===== src/rtl/route_replayer.sv =====
// Records a turn-by-turn route from the explorer and replays it one turn per junction.
// Optional line-lost timeout is compiled in with `define ROUTE_LOST_TIMEOUT_EN.
module route_replayer #(
    parameter int DEPTH      = 16,
    parameter int LOST_LIMIT = 50_000_000
) (
    input  logic                     clk,
    input  logic                     rst,
    input  logic                     rec_valid,
    input  logic [1:0]               rec_dir,
    output logic                     rec_ready,
    input  logic                     rec_pop,
    input  logic                     replay_start,
    input  logic [2:0]               detect,
    output logic [1:0]               turn_cmd,
    output logic                     turn_valid,
    input  logic                     turn_ack,
    output logic                     busy,
    output logic                     done,
    output logic                     err,
    output logic [$clog2(DEPTH):0]   count
);
    localparam int AW = $clog2(DEPTH);
    localparam int CW = AW + 1;
    localparam logic [CW-1:0] DEPTH_C = CW'(DEPTH);

    typedef enum logic [2:0] {S_IDLE, S_WAIT_JCT, S_ISSUE, S_DONE, S_ERROR} state_t;

    state_t          state_q, state_d;
    logic [CW-1:0]   count_q, count_d;
    logic [CW-1:0]   rd_q, rd_d;
    logic            zero_done_q, zero_done_d;
    logic [2:0]      det_q;
    logic [1:0]      mem_q [DEPTH];
    logic            wr_en;
    logic [AW-1:0]   wr_addr;
    logic            push, pop, junction, lost;

    assign push     = (state_q == S_IDLE) && rec_valid && (count_q < DEPTH_C) && (rec_dir != 2'b11);
    assign pop      = (state_q == S_IDLE) && rec_pop && (count_q != '0);
    assign junction = (detect == 3'b111) && (det_q != 3'b111);
    assign count    = count_q;

`ifdef ROUTE_LOST_TIMEOUT_EN
    localparam int LW = $clog2(LOST_LIMIT + 1);
    logic [LW-1:0] lost_q;

    assign lost = (state_q == S_WAIT_JCT) && (detect == 3'b000) && (lost_q == LW'(LOST_LIMIT - 1));
    assign err  = (state_q == S_ERROR);

    always_ff @(posedge clk) begin
        if (!rst || state_q != S_WAIT_JCT || detect != 3'b000)
            lost_q <= '0;
        else
            lost_q <= lost_q + 1'b1;
    end
`else
    assign lost = 1'b0;
    assign err  = 1'b0;
`endif

    // State register (plus replay index and empty-replay done pulse)
    always_ff @(posedge clk) begin
        if (!rst) begin
            state_q     <= S_IDLE;
            rd_q        <= '0;
            zero_done_q <= 1'b0;
            det_q       <= 3'b000;
        end else begin
            state_q     <= state_d;
            rd_q        <= rd_d;
            zero_done_q <= zero_done_d;
            det_q       <= detect;
        end
    end

    always_comb begin
        state_d     = state_q;
        rd_d        = rd_q;
        zero_done_d = 1'b0;
        case (state_q)
            S_IDLE: begin
                if (replay_start) begin
                    if (count_q != '0) begin
                        rd_d    = '0;
                        state_d = S_WAIT_JCT;
                    end else begin
                        zero_done_d = 1'b1;
                    end
                end
            end
            S_WAIT_JCT: begin
                if (lost)
                    state_d = S_ERROR;
                else if (junction)
                    state_d = S_ISSUE;
            end
            S_ISSUE: begin
                if (turn_ack) begin
                    rd_d    = rd_q + 1'b1;
                    state_d = (rd_q + 1'b1 == count_q) ? S_DONE : S_WAIT_JCT;
                end
            end
            S_DONE:  state_d = S_IDLE;
            S_ERROR: state_d = S_ERROR;
            default: state_d = S_IDLE;
        endcase
    end

    always_comb begin
        rec_ready  = (state_q == S_IDLE) && (count_q < DEPTH_C);
        turn_valid = (state_q == S_ISSUE);
        turn_cmd   = (state_q == S_ISSUE) ? mem_q[rd_q[AW-1:0]] : 2'b00;
        busy       = (state_q == S_WAIT_JCT) || (state_q == S_ISSUE);
        done       = (state_q == S_DONE) || zero_done_q;
    end

    // Push+pop together replaces the newest entry instead of growing the route
    always_comb begin
        count_d = count_q;
        wr_en   = 1'b0;
        wr_addr = count_q[AW-1:0];
        if (push && pop) begin
            wr_en   = 1'b1;
            wr_addr = AW'(count_q - 1'b1);
        end else if (push) begin
            wr_en   = 1'b1;
            count_d = count_q + 1'b1;
        end else if (pop) begin
            count_d = count_q - 1'b1;
        end
    end

    always_ff @(posedge clk) begin
        if (!rst)
            count_q <= '0;
        else
            count_q <= count_d;
    end

    always_ff @(posedge clk) begin
        if (wr_en)
            mem_q[wr_addr] <= rec_dir;
    end
endmodule


===== config.mk =====
export PLATFORM = sky130hd
export DESIGN_NAME = route_replayer
export DESIGN_NICKNAME = d
export VERILOG_FILES = /design/src/rtl/route_replayer.sv
export SDC_FILE = /design/constraint.sdc
export NUM_CORES = 1
export LEC_CHECK = 0
export ABC_AREA = 1
export BUFFER_PORTS_ARGS = -buffer_cell sky130_fd_sc_hd__buf_2
export CORE_MARGIN = 2
export CORE_UTILIZATION = 53
export CTS_CLUSTER_SIZE = 28
export DETAILED_ROUTE_END_ITERATION = 12
export PLACE_DENSITY = 0.75
export SLEW_MARGIN = 10
export SYNTH_ARGS = -nofsm -noshare
export SYNTH_HDL_FRONTEND = slang
export SYNTH_SLANG_ARGS = --single-unit

===== constraint.sdc =====
create_clock -name clk -period 2.25 [get_ports clk]
set_input_delay 0.225 -clock clk [delete_from_list [all_inputs] [get_ports clk]]
set_output_delay 0.225 -clock clk [all_outputs]
set_load 0.02 [all_outputs]

==> results, run 1 <==
- The run finished with clean final reports.
- Once layout is complete, the utilization of the core stands at 62.6%.
- The max-slew violation count is 0.
- After Yosys synthesis, XOR and XNOR cells account for between 2 and 2.5% of the synthesized area.
- The remaining global-route overflow is 0.
- After floorplanning, the core was divided into 25 placement rows.
- The logic depth of the worst register-to-register path is 10.
- The synthesized design spends more area on one cell type than any other, namely sky130_fd_sc_hd__edfxtp_1.
- The path class of the tightest hold or removal check is input pin to flip-flop.
- Compared with the post-synthesis result, the final layout area differs by 15.4%.
- On the critical path, the stage with the largest delay is an instance of sky130_fd_sc_hd__dfxtp_4.
- The post-detailed-route DRC marker count is 0.
- By startpoint and endpoint, the worst setup path is classified as flip-flop to flip-flop.
- The worst endpoint data arrival time is 2130 ps.
- The longest clock path from root to sink contains 2 buffers.
- The total I/O pin count is 23.
- For the worst-skew pair, the clock arrives at the later sink with an insertion delay of 300 ps.
- The multiplexer fraction of the synthesized cell area is 0%.
- Global routing used a little over a fifth of the available tracks.
- The worst slack after detailed placement is -33.4 ps.
- For this design the ratio of total power to cell area is ~1100 mW/mm2.
- The final-report setup violation count is 0.
- By area the synthesized netlist is led by sky130_fd_sc_hd__edfxtp_1 38%, sky130_fd_sc_hd__dfxtp_1 17%, sky130_fd_sc_hd__nor2_1 6.5%.
- After layout, the worst setup slack is between 100 and 150 ps.
- On the final layout, the worst hold slack is ~110 ps.
- The detailed router finished its first iteration with 102 violations.
- In this run the worst path has a maximum fanout of 6.
- The largest family of logic cells by synthesized area is simple AND/OR/NAND/NOR gates.
- For this run, the slowest stage of the critical path takes 390 ps.
- The worst path required time is 2260 ps.
- The via count of the first global-routing pass is 1905.
- Synthesis inferred 53 register bits.
- The clock network is responsible for ~17% of the overall power.
- Setup repair after global routing could not meet its margin everywhere.
- The share of power burned in combinational logic is 45.0%.
- The number of input and output port buffers inserted is 21.
- TritonCTS built the clock tree.
- In the post-synthesis netlist, the cell with the most instances is sky130_fd_sc_hd__nor2_1.
- The number of nets handed over by synthesis was 303.
- Summing every instance area after synthesis gives 0.00253 mm2.
- The clock skew is 8.60 ps.
- The most used flip-flop cell after synthesis is sky130_fd_sc_hd__edfxtp_1.
- The pre-antenna-repair detailed-routing pass consisted of 4 iterations.
- The number of unique standard cell types used by synthesis is 32.
- The first global-routing pass estimated 8.74 mm of wire.
- In this run the static leakage power is 1.15 nW.
- Counting every sink on the clock net gives 53.
- The overall power consumption is 0.00311 W.
- The via total after detailed routing is between 2k and 2.5k.
- The sequential share of power is 38.3%.
- For this run, the register share of the synthesized area comes to 54.7%.
- The family with the most delay on the worst path is simple AND/OR/NAND/NOR gates.
- Counting flops with an async set or reset pin after synthesis yields a share of 0%.
- The HPWL after detailed placement is 4.03 mm.
- The worst hold path cell count is 3.
- Dividing the synthesized area by the synthesized cell count gives around 9 um2.
- At the end of routability-driven placement, the weighted congestion stood at ~0.9.
- The worst setup path is captured at a flip-flop.
- The worst vdd rail ir drop is 958 uV.
- Counting both buffers and inverters, the worst setup path holds a total of 3.
- The layout net count is 331.
- In the final routed layout, each cell accounts on average for between 10 and 15 um.
- The die is 73.1 um wide.
- The floorplan step defined a die boundary enclosing 0.00534 mm2.
- The switching power share of the total is 41.8%.
- The largest net degree at the start of global routing is 17.
- The starting density of the core is 54.2%.
- The register clock-pin slew on the reported worst setup and hold paths is 90 ps.
- The post-synthesis cell count is roughly 290.
- The synthesis warning total is 0.
- The filler cells instantiated in the layout total 384.
- The hold buffer count at cts is 0.
- The final hold violation count is 0.
- The number of antenna violations at the first check in global routing was 0.
- The placeable core area is 0.00466 mm2.
- The routed design has between 5 and 6 mm of wire.
- In this run, synthesis inferred 32 flip-flops with an integrated enable.
- The max-cap check violation count is 0.
- The signal on the critical path passes through inv_1 > ha_1 > nand3_1 > inv_1 > nor2_1 > ha_2 > inv_1 > o21ai_2 > nand3_2 > nor2_2.
- The most numerous cell type found on the critical path is sky130_fd_sc_hd__inv_1.
- The portion of the clock cycle consumed by the worst path in the final layout is 94.0%.
- The share of the synthesized area in the top cell type is 38.0%.
- Ranked by instance count, the synthesized netlist is headed by 44 x sky130_fd_sc_hd__nor2_1, 42 x sky130_fd_sc_hd__nand2_1, 37 x sky130_fd_sc_hd__inv_1.
- In the final layout, the share of cells above drive strength 1 is 21.8%.
- The setup TNS is 0 ps.
- For the finished layout, the period the worst path requires is 2120 ps.
- The minimum setup slack among reg-to-reg paths is 130 ps.
- Summing the areas of all compound-gate instances in the mapped netlist gives 12.6% of the synthesized area.
- The cell-internal power is 0.00181 W.
- The cell at the root of the clock tree is sky130_fd_sc_hd__clkbuf_8.
- Counting buffers and inverters, the worst setup path is 10 cells deep.
- The achievable frequency is 0.473 GHz.
- Summing the areas of all and, or, nand and nor instances in the mapped netlist gives 20.5% of the synthesized area.
- The post-synthesis share of cell area spent on full adders, half adders and majority gates is 2.48%.
- Measured along the y axis, the die boundary spans approximately 73 um.
- The clock tree synthesis step divided the H-tree into 2 levels.
- Clock tree synthesis inserted a total of 5 buffers.
- The switching power of the nets is 0.00130 W.
- The count of nets left with antenna violations once routing finished came out at 0.
- The detail-routed via count per cell is 5.52.
- The startpoint type of the worst setup path is a flip-flop.
- 0 antenna diodes ended up in the layout.
flip-flops by register name, summed over array words and instances (netlist names), named ones only:
| register | count |
|---|---|
| count | 5 |
| det_q | 3 |
| mem_q | 32 |
| rd_q | 5 |
| state_q | 3 |
| zero_done_q | 1 |
worst reg2reg max path, delay by kind of cell, from the launching register on:
| family | cells | cell delay [ps] |
|---|---|---|
| AOI/OAI and AO/OA | 1 | 220 |
| adders and majority gates | 2 | 410 |
| buffers and inverters | 3 | 210 |
| DFF | 1 | 390 |
| and+or+nand+nor | 4 | 610 |
power by group through the flow:
stage | registers (W) | logic [W] | clock network (W)
2_1_floorplan | 0.00126 | 0.000830 | 0
3_3_place_gp | 0.00120 | 0.00122 | 0
6_report | 0.00119 | 0.00140 | 0.000519
4_1_cts | 0.00119 | 0.00124 | 0.000531
3_5_place_dp | 0.00121 | 0.00123 | 0
5_1_grt | 0.00120 | 0.00155 | 0.000560
kinds of logic (layout without fill, tap and decap cells):
family                   after synthesis  count (layout)
XOR/XNOR                               6               6
adder cells (fa/ha/maj)                5               5
buffers and inverters                 46              75
other                                  1               1
flip-flops                            53              53
AO/OA/AOI/OAI                         56              56
AND/OR/NAND/NOR                      120             120
layout make-up:
class | count | area (um2) | area share, %
inverter | 37 | 139 | 4.76
sequential | 53 | 1390 | 47.5
clock inverter | 1 | 7.51 | 0.257
timing repair buffer | 30 | 173 | 5.92
tap | 54 | 67.6 | 2.32
multi-input combinational | 188 | 1070 | 36.6
clock buffer | 7 | 76.3 | 2.62
per-layer routing:
layer  part of all wire, %  routed length, um  GRT usage, %
met5                     0                  0             0
met1                    45               2460          28.2
met3                   4.6                252          4.42
met4                   1.1                 59          4.53
met2                    49               2700          36.0
through the flow:
| step | cells | cell area [um2] |
|---|---|---|
| global route | 370 | 2920 |
| finish | 370 | 2920 |
| floorplan | 287 | 2530 |
| global placement | 362 | 2720 |
| detailed placement | 362 | 2720 |
| CTS | 370 | 2800 |
worst paths after layout:
kind                          from                    end
max          count[0]$_SDFFE_PN0P_  mem_q[7][0]$_DFFE_PP_
min                      detect[1]    det_q[1]$_SDFF_PN0_
max reg2reg  count[0]$_SDFFE_PN0P_  mem_q[7][0]$_DFFE_PP_
min reg2reg   rd_q[4]$_SDFFE_PN0N_   rd_q[4]$_SDFFE_PN0N_
cell usage in the layout (no fill, tap or decap), types with 6 or more instances in the layout:
cell and instances:
sky130_fd_sc_hd__nor2_2 9, sky130_fd_sc_hd__nor2_4 6, sky130_fd_sc_hd__inv_1 36, sky130_fd_sc_hd__buf_4 9, sky130_fd_sc_hd__nand3_1 17, sky130_fd_sc_hd__buf_2 21, sky130_fd_sc_hd__edfxtp_1 32, sky130_fd_sc_hd__o21ai_0 25
sky130_fd_sc_hd__dfxtp_1 20, sky130_fd_sc_hd__a21oi_1 14, sky130_fd_sc_hd__nand2_1 38, sky130_fd_sc_hd__nor2_1 31
timing repair:
action | 4_1_cts | 5_1_grt
resized for setup | 1 | 34
setup buffers | 0 | 0
pin swaps | 0 | 4
setup endpoints to repair | 26 | 32
No activity file was read; power rests on OpenSTA's default activity.
==> inputs of run 2 (changes only) <==
- CAP_MARGIN: default -> 20
- clock period: 2.25 -> 1.9 ns (I/O delays scaled with it)
==> run 2 against run 1 <==
The run now ends with negative setup slack left; combinational power increased by 57%; utilization rose by 7.7 points; sequential cell count unchanged; final cell count up 4.1%; largest cell class unchanged; critical endpoint is now mem_q[11][1]$_DFFE_PP_; worst hold slack got worse by 35 ps; highest routed layer unchanged; cell area increased by 12%; maximum frequency is 3.1% higher.
==> results, run 2 (synthesized netlist as in run 1, its figures left out) <==
- The post-detailed-route DRC marker count was 0 (unchanged).
- The class of the worst hold path is input pin to flip-flop (unchanged).
- The detail-routed via count per cell was 5.63 (was 5.52).
- The portion of the clock cycle consumed by the worst path in the final layout is 108% (was 94.0%).
- The minimum clock period after layout came to 2050 ps (was 2120 ps).
- The number of H-tree levels is 2 (unchanged).
- The starting density of the core was 54.2% (unchanged).
- The count of routing violations after the opening detailed-route iteration is 120 (was 102).
- Highest-count cells in the layout ignoring fill and taps: 37 x sky130_fd_sc_hd__nand2_1, 32 x sky130_fd_sc_hd__edfxtp_1, 30 x sky130_fd_sc_hd__inv_1 (was 38 x sky130_fd_sc_hd__nand2_1, 36 x sky130_fd_sc_hd__inv_1, 32 x sky130_fd_sc_hd__edfxtp_1).
- The width of the die came to 73.1 um (unchanged).
- The utilization after layout is 70.3% (was 62.6%).
- The largest net degree at the start of global routing is 17 (unchanged).
- The global-route total usage across every layer is 23.0% (was 21.3%).
- The worst path required time is 1920 ps (was 2260 ps).
- The number of antenna violations at the first check in global routing is 0 (unchanged).
- RSZ-0062 raised after global routing: yes (unchanged).
- The clock tree from TritonCTS is yes (unchanged).
- The share of layout cells above drive strength 1 is 32.6% (was 21.8%).
- The worst endpoint data arrival time is 2070 ps (was 2130 ps).
- The final hold violation count came to 0 (unchanged).
- The die outline height is 73.1 um (unchanged).
- The startpoint type of the worst setup path is a flip-flop (unchanged).
- The cell at the root of the clock tree is sky130_fd_sc_hd__clkbuf_8 (unchanged).
- The clock skew is 2.48 ps (was 8.60 ps).
- The post-placement cell count is 373 (was 362).
- The number of input and output port buffers inserted is 21 (unchanged).
- The total wirelength of the detailed-routed design came to 5.98 mm (was 5.47 mm).
- The power density of the placed cells came to 1320 mW/mm2 (was 1070 mW/mm2).
- The final reports fail on negative setup slack.
- The total clock buffers created by CTS is 5 (unchanged).
- The final instance area is 0.00327 mm2 (was 0.00292 mm2).
- The max-slew violation count is 0 (unchanged).
- The most common cell after layout, fill and taps aside was sky130_fd_sc_hd__nand2_1 (unchanged).
- The clock latency reported for the late side of the worst-skew pair came to 300 ps (about the same).
- The minimum setup slack among reg-to-reg paths is -150 ps (was 130 ps).
- The layout net count was 346 (was 331).
- The post-detailed-placement cell area was 0.00290 mm2 (was 0.00272 mm2).
- The remaining global-route overflow is 0 (unchanged).
- The top register by number of flip-flops is mem_q (unchanged).
- The critical-path maximum fanout is 4 (was 6).
- The logic depth of the worst register-to-register path is 9 (was 10).
- The number of buffers between clock root and the deepest sink is 2 (unchanged).
- The post-detailed-route count of antenna-violating nets was 0 (unchanged).
- The via total after detailed routing was 2167 (was 2041).
- The placer congestion estimate is 0.927 (was 0.879).
- The number of flip-flops in the largest register is 32 (unchanged).
- The number of search-and-repair iterations in the first detailed-routing pass is 4 (unchanged).
- The worst hold path cell count came to 3 (unchanged).
- The number of antenna diodes came to 0 (unchanged).
- The worst vdd rail ir drop is 864 uV (was 958 uV).
- The worst slack after detailed placement is -211 ps (was -33.4 ps).
- The register clock-pin slew on the reported worst setup and hold paths is 90 ps (about the same).
- The class of the most critical setup path is flip-flop to flip-flop (unchanged).
- The leakage power summed over all cells came to 1.28 nW (was 1.15 nW).
- The nature of the critical path endpoint is a flip-flop (unchanged).
- The relative area change from synthesis to final layout is 29.6% (was 15.4%).
- The final cell count without fillers is 385 (was 370).
- The total I/O pin count is 23 (unchanged).
- The achievable frequency is 0.487 GHz (was 0.473 GHz).
- The row count is 25 (unchanged).
- The die outline area was 0.00534 mm2 (unchanged).
- The placed wire-length estimate after detailed placement was 4.07 mm (was 4.03 mm).
- The wire length per cell after detailed routing came to 15.5 um (was 14.8 um).
- The post-route worst setup slack is -151 ps (was 135 ps).
- The via count of the first global-routing pass is 1976 (was 1905).
- The number of clock sinks was 53 (unchanged).
- The setup TNS is -3650 ps (was 0 ps).
- The first-pass GRT wire length is 9.33 mm (was 8.74 mm).
- The placeable core area is 0.00466 mm2 (unchanged).
- The final-report setup violation count is 32 (was 0).
- Outcome: complete, but fails checks (was finished, final reports clean).
- The max-cap check violation count is 0 (unchanged).
run 2: per-stage QoR:
stage / power, W / hold slack (ps)
3_3_place_gp: 0.00315 / 386
5_1_grt: 0.00458 / 93.0
2_1_floorplan: 0.00263 / 283
3_5_place_dp: 0.00319 / 388
4_1_cts: 0.00417 / 72.8
6_report: 0.00434 / 79.9
run 2: repair_timing:
action | in CTS | in global routing
hold buffers | 0 | 0
endpoints found under the setup margin | 34 | 34
gates resized for setup | 32 | 30
pin swaps | 11 | 20
cloned | 0 | 2
buffers inserted | 1 | 1
run 2: metal layers:
metal	GRT usage (%)	vias up	share of wire [%]
li1	-	1051	-
met1	31.8	1007	43
met2	35.8	99	47
met3	5.11	10	7.8
met4	7.82	0	1.5
met5	0	-	0
run 2: area by class of cell:
cell class                      count  area (um2)
Tap cell                           54        67.6
Inverter                           37         146
Timing Repair Buffer               45         323
Multi-Input combinational cell    188        1230
Clock inverter                      1        7.51
Clock buffer                        7         108
Sequential cell                    53        1390
Fill cell                         341        1390
run 2: worst paths after layout:
| kind | from | endpoint |
|---|---|---|
| worst max-delay path | state_q[1]$_SDFFE_PN0P_ | mem_q[11][1]$_DFFE_PP_ |
| worst max register to register | state_q[1]$_SDFFE_PN0P_ | mem_q[11][1]$_DFFE_PP_ |
| worst min register to register | rd_q[4]$_SDFFE_PN0N_ | rd_q[4]$_SDFFE_PN0N_ |
| worst min-delay path | detect[2] | det_q[2]$_SDFF_PN0_ |
run 2: power by group:
group	internal, W	switching (W)	leakage (nW)
logic	0.000817	0.00138	0.759
clock network	0.000376	0.000361	0.0556
registers	0.00135	0.0000523	0.463
run 2: critical path, cell delays in order (launching register included):
cell and delay (ps):
sky130_fd_sc_hd__dfxtp_2 330, sky130_fd_sc_hd__or2_4 260, sky130_fd_sc_hd__nor2_4 120, sky130_fd_sc_hd__nand2_2 90
sky130_fd_sc_hd__nor2_4 120, sky130_fd_sc_hd__ha_4 190, sky130_fd_sc_hd__inv_4 70, sky130_fd_sc_hd__o21ai_4 230
sky130_fd_sc_hd__nand3_4 190, sky130_fd_sc_hd__nor2_4 160
